File: src/rtl/srl_udl_tracker.sv
// srl_udl_tracker: DEPTH-cycle shift-register delay line plus an up/down counter of pulses in flight.
// Optional build macro SRL_RESET_EN: RST_N also asynchronously clears the delay line.
module srl_udl_tracker #(
  parameter int DEPTH = 16,
  parameter int WIDTH = 2,
  parameter int TMR   = 0
) (
  input  logic             CLK,
  input  logic             RST_N,
  input  logic             CE,
  input  logic             I,
  output logic             O,
  input  logic             L,
  input  logic [WIDTH-1:0] D,
  output logic [WIDTH-1:0] Q,
  output logic             OVR
);

  // Power-up value only; without SRL_RESET_EN the stages map onto SRL primitives.
  logic [DEPTH-1:0] r_sr = '0;
  logic             w_o;
  logic [WIDTH-1:0] w_q;
  logic [WIDTH-1:0] w_qNext;

`ifdef SRL_RESET_EN
  always_ff @(posedge CLK or negedge RST_N) begin
    if (!RST_N) begin
      r_sr <= '0;
    end else if (CE) begin
      r_sr[0] <= I;
      for (int k = 1; k < DEPTH; k++) begin
        r_sr[k] <= r_sr[k-1];
      end
    end
  end
`else
  always_ff @(posedge CLK) begin
    if (CE) begin
      r_sr[0] <= I;
      for (int k = 1; k < DEPTH; k++) begin
        r_sr[k] <= r_sr[k-1];
      end
    end
  end
`endif

  assign w_o = r_sr[DEPTH-1];

  // Entering and leaving pulses cancel; load wins over everything but reset.
  always_comb begin
    w_qNext = w_q;
    if (L) begin
      w_qNext = D;
    end else if (CE && (I ^ w_o)) begin
      w_qNext = I ? (w_q + WIDTH'(1)) : (w_q - WIDTH'(1));
    end
  end

  generate
    if (TMR != 0) begin : g_tmr
      logic [WIDTH-1:0] r_qA;
      logic [WIDTH-1:0] r_qB;
      logic [WIDTH-1:0] r_qC;

      always_ff @(posedge CLK or negedge RST_N) begin
        if (!RST_N) begin
          r_qA <= '0;
          r_qB <= '0;
          r_qC <= '0;
        end else begin
          r_qA <= w_qNext;
          r_qB <= w_qNext;
          r_qC <= w_qNext;
        end
      end

      assign w_q = (r_qA & r_qB) | (r_qA & r_qC) | (r_qB & r_qC);
    end else begin : g_single
      logic [WIDTH-1:0] r_q;

      always_ff @(posedge CLK or negedge RST_N) begin
        if (!RST_N) begin
          r_q <= '0;
        end else begin
          r_q <= w_qNext;
        end
      end

      assign w_q = r_q;
    end
  endgenerate

  assign O   = w_o;
  assign Q   = w_q;
  assign OVR = w_q[WIDTH-1];

endmodule

File: config.mk
export PLATFORM = sky130hd
export DESIGN_NAME = srl_udl_tracker
export DESIGN_NICKNAME = d
export VERILOG_FILES = /design/src/rtl/srl_udl_tracker.sv
export SDC_FILE = /design/constraint.sdc
export NUM_CORES = 1
export LEC_CHECK = 0
export BUFFER_PORTS_ARGS = -buffer_cell sky130_fd_sc_hd__buf_4
export CORE_AREA = 2 2 39 41
export CTS_CLUSTER_DIAMETER = 80
export DETAILED_ROUTE_END_ITERATION = 8
export DIE_AREA = 0 0 41 43
export PLACE_DENSITY_LB_ADDON = 0.08
export SLEW_MARGIN = 20
export SYNTH_ARGS = -nofsm -noshare
export SYNTH_HDL_FRONTEND = slang
export SYNTH_SLANG_ARGS = --single-unit
File: constraint.sdc
create_clock -name CLK -period 2.8 [get_ports CLK]
set_clock_uncertainty 0.15 [all_clocks]
set_input_delay 0 -clock CLK [delete_from_list [all_inputs] [get_ports CLK]]
set_output_delay 0 -clock CLK [all_outputs]
set_load 0.01 [all_outputs]
# Word-level counts from Yosys, hierarchy flattened
# Index checks and enable logic that the tools add are counted.
[word_totals]
word_cells = 10
ff_bits = 18
output_inout_bits = 4
input_bits = 7
[op_classes]
bitwise_logic = 1
n_reduce_logical = 2
addsub = 2
muxes = 3
[op_table]
columns = ["cell", "n"]
rows = [
  ["$mux W2", 3],
  ["$add A2 B1 Y2 const B", 1],
  ["$reduce_bool A2 Y1", 1],
  ["$sub A2 B1 Y2 const B", 1],
  ["$logic_and A1 B1 Y1", 1],
  ["$xor A1 B1 Y1", 1],
]

# Longest topological paths before layout
[logic_depth]
depth_word = 4
mapped_depth = 3
depth_no_buf = 3

# Least setup slack after synthesis
# Ideal clock, no wire load.
[synth_path]
path_type = "flip-flop to flip-flop"
start = "reg r_sr[15]"
end = "reg g_single.r_q[1] (netlist: Q[1])"
synth_period_minus_slack_ps = 1370
t_required_ps = 2526
slack_ps = 1430
path_stages_with_launch = 4
path_buffers = 0
arrival_time_ps = 1096
setup_ps = 124
cell_sequence = "edfxtp_1 -> nand4b_1 -> and3_1 -> o31a_1"
[synth_via]
elab_chain_cells = 3
[synth_lines]
columns = ["item", "line", "rtl"]
rows = [
  ["start: declaration", "20", "logic [DEPTH-1:0] r_sr = '0;"],
  ["start signal: indexed assignment", "41", "r_sr[k] <= r_sr[k-1];"],
  ["$xor A1 B1 Y1", "54", "end else if (CE && (I ^ w_o)) begin"],
  ["$logic_and A1 B1 Y1", "54", ""],
  ["$reduce_bool A2 Y1 (no source line)", "--", ""],
  ["end signal: assignment", "85", "r_q <= w_qNext;"],
  ["end: declaration", "79", "logic [WIDTH-1:0] r_q;"],
]
# Every way passes these cells.
# A chain may end at the register's enable or synchronous reset.

# Final worst setup path
# Same ends and word-level chain as after synthesis.

==> impl_metrics.py <==
metrics = {
    "synth": {
        "ys_ff_latch": 18,
        "ys_seq_area_share_pct": 85.0,
        "syn-cell-area_um2": 624,
        "ys_top_cells_by_area": "edfxtp_1 (77%), dfrtp_1 (8.0%), nand4bb_1 (1.8%)",
        "synthDistinctLibCells": 15,
        "synth_area_per_cell_um2": 19.5,
        "syn-instance-count": 32,
        "yosysWarnings": 0,
        "synth_top_area_share_pct": 77.0,
        "syn_nets": 39,
        "synth.largest_area_cell": "edfxtp_1",
    },
    "place": {
        "placed_cell_area_um2": 712,
        "port_buffers": 10,
        "gp_congestion": 0.642,
    },
    "min_path": {
        "hold_class": "register to register",
    },
    "sta": {
        "setup-violations-final": 0,
        "slew_headroom_pct": 84.8,
        "rsz0062_at_grt": "false",
        "min_period_ns": 1.97,
        "fmax_mhz": 507,
        "finalMaxSlewViolations": 0,
        "period_share_pct": 70.5,
        "tns_ns": 0,
        "worst_pin_slew_ns": 0.228,
        "hold_viol": 0,
    },
    "critical_path": {
        "cp.arrival_ns": 1.98,
        "slowest_stage": "dlygate4sd3_1",
        "start_kind": "register",
        "crit_path_end_kind": "register",
        "critPathBufInv": 1,
        "slowest_delay_ns": 0.56,
        "cp_cell_sequence": "nand4b_1, and3_1, o31a_1, dlygate4sd3_1",
        "crit_family": "buffers and inverters",
        "critPathRequiredTime_ns": 2.81,
        "criticalPathCategory": "register to register",
        "crit_path_max_fanout": 4,
    },
    "die": {
        "core-area_um2": 1380,
        "die-area_um2": 1760,
        "ios": 11,
        "rows": 14,
        "start_util_pct": 45.1,
        "die_w_um": 41,
        "dieHeight_um": 43,
    },
    "global_route": {
        "grt_overflow_total": 0,
        "grt_pass1_vias": 379,
        "grtUsageTotal_pct": 14.2,
        "grt_max_degree": 21,
        "antenna_found_initial": 0,
        "grt_pass1_wl_mm": 1.62,
    },
    "routing": {
        "vias_per_cell": 4.84,
        "drc": 0,
        "wl_per_cell_um": 13.7,
        "drtIter0Drc": 23,
        "dr.pass1.iters": 3,
        "vias": 339,
        "drt_wl_total_um": 959,
        "antenna_left": 0,
    },
    "clock_tree": {
        "postCtsHoldBufs": 9,
        "clk_latency_ns": 0.27,
        "htree_levels": 1,
        "root_buffer": "clkbuf_4",
        "cts_buffers": 3,
        "clk_path_buf_depth": 2,
        "clock_sinks": 18,
        "path_clk_slew_ns": 0.09,
        "post-cts-setup-buffer-count": 0,
        "cts_tree": "done",
        "cts_resized": 0,
    },
    "layout": {
        "fillers": 110,
        "insertedDiodeCount": 0,
        "final_area_um2": 828,
        "fin_nets": 62,
        "area_growth_pct": 32.7,
        "drive_above_1_share_pct": 24.1,
    },
    "power": {
        "power.density_nw_per_um2": 587,
        "leakagePower_nw": 0.314,
        "ir_drop_uv": 268,
        "power_w": 0.000486,
    },
    "flow_run": {
        "maxCapViolCount": 0,
    },
    "outcome": {
        "status": "finished, final reports clean",
    },
}
## synthesized netlist by cell type
library cell and number:
a211o_1 1, a21oi_1 1, and3_1 1, buf_4 1
dfrtp_1 2, edfxtp_1 16, inv_1 1, nand2_1 1
nand3_1 2, nand4b_1 1, nand4bb_1 1, nor2_1 1
o31a_1 1, or2b_1 1, xor2_1 1
## logic make-up (layout without fill, tap and decap cells)
logic type             after synthesis  count (layout)  synth area share (%)
AO/OA/AOI/OAI                        3               3                  3.61
XOR/XNOR                             1               1                  1.40
buffers and inverters                2              24                  1.80
flip-flops                          18              18                  85.0
AND/OR/NAND/NOR                      8               8                  8.22
## metal layers
| metal | track usage [%] | part of all wire [%] |
|---|---|---|
| met2 | 20.0 | 49 |
| met3 | 6.28 | 4.2 |
| met1 | 20.7 | 47 |
| met5 | 0 | 0 |
| met4 | 2.00 | 0 |
## worst register-to-register path, stage by stage, from the launching register on
cell and delay [ns]:
edfxtp_1 0.46, nand4b_1 0.22, and3_1 0.20, o31a_1 0.27
dlygate4sd3_1 0.56
## through the flow
step | hold slack, ns | utilization, % | cells | setup slack (ns)
2_1_floorplan | -0.446 | - | 32 | 1.43
4_1_cts | 0.278 | 59.9 | 70 | 0.856
6_report | 0.277 | 59.9 | 70 | 0.827
3_3_place_gp | -0.366 | 51.4 | 57 | 1.47
5_1_grt | 0.286 | 59.9 | 70 | 0.771
3_5_place_dp | -0.364 | 51.4 | 57 | 1.40
## cells in the final DEF (no fill, tap or decap), drive strengths merged
cell / count
edfxtp: 16
nand3: 2
or2b: 1
buf: 10
xor2: 1
o31a: 1
clkinv: 1
nand4b: 1
nand2: 1
nor2: 1
dfrtp: 2
and3: 1
clkbuf: 3
nand4bb: 1
inv: 1
dlygate4sd3: 9
a211o: 1
a21oi: 1
## flip-flops by register name, summed over array words and instances, names as in the netlist
| name | cells |
|---|---|
| r_sr | 16 |
| Q | 2 |
## final timing paths
| path | from | to | slack (ns) | depth (start not counted) |
|---|---|---|---|---|
| worst max-delay path | r_sr[15] | Q[1] | 0.83 | 4 |
| worst min-delay path | r_sr[5] | r_sr[6] | 0.28 | 0 |
| worst max register to register | r_sr[15] | Q[1] | 0.83 | 4 |
| worst min register to register | r_sr[5] | r_sr[6] | 0.28 | 0 |
| max in group asynchronous | RST_N | Q[1] | 1.93 | 3 |
| min in group asynchronous | RST_N | Q[0] | 0.45 | 3 |
## power breakdown
group / switching [W] / internal [W]
combinational: 0.0000191 / 0.0000294
sequential: 0.00000876 / 0.000311
clock: 0.0000660 / 0.0000515
total: 0.0000939 / 0.000392
## cell type report
class / count / area (µm²) / share of cell area, %
inverter: 1 / 3.75 / 0.453
clock inverter: 1 / 3.75 / 0.453
tap: 16 / 20.0 / 2.42
timing repair buffer: 19 / 165 / 19.9
clock buffer: 3 / 22.5 / 2.72
multi-input combinational: 12 / 82.6 / 9.97
sequential: 18 / 531 / 64.0
Note: power is estimated with default switching activity, not from simulation.
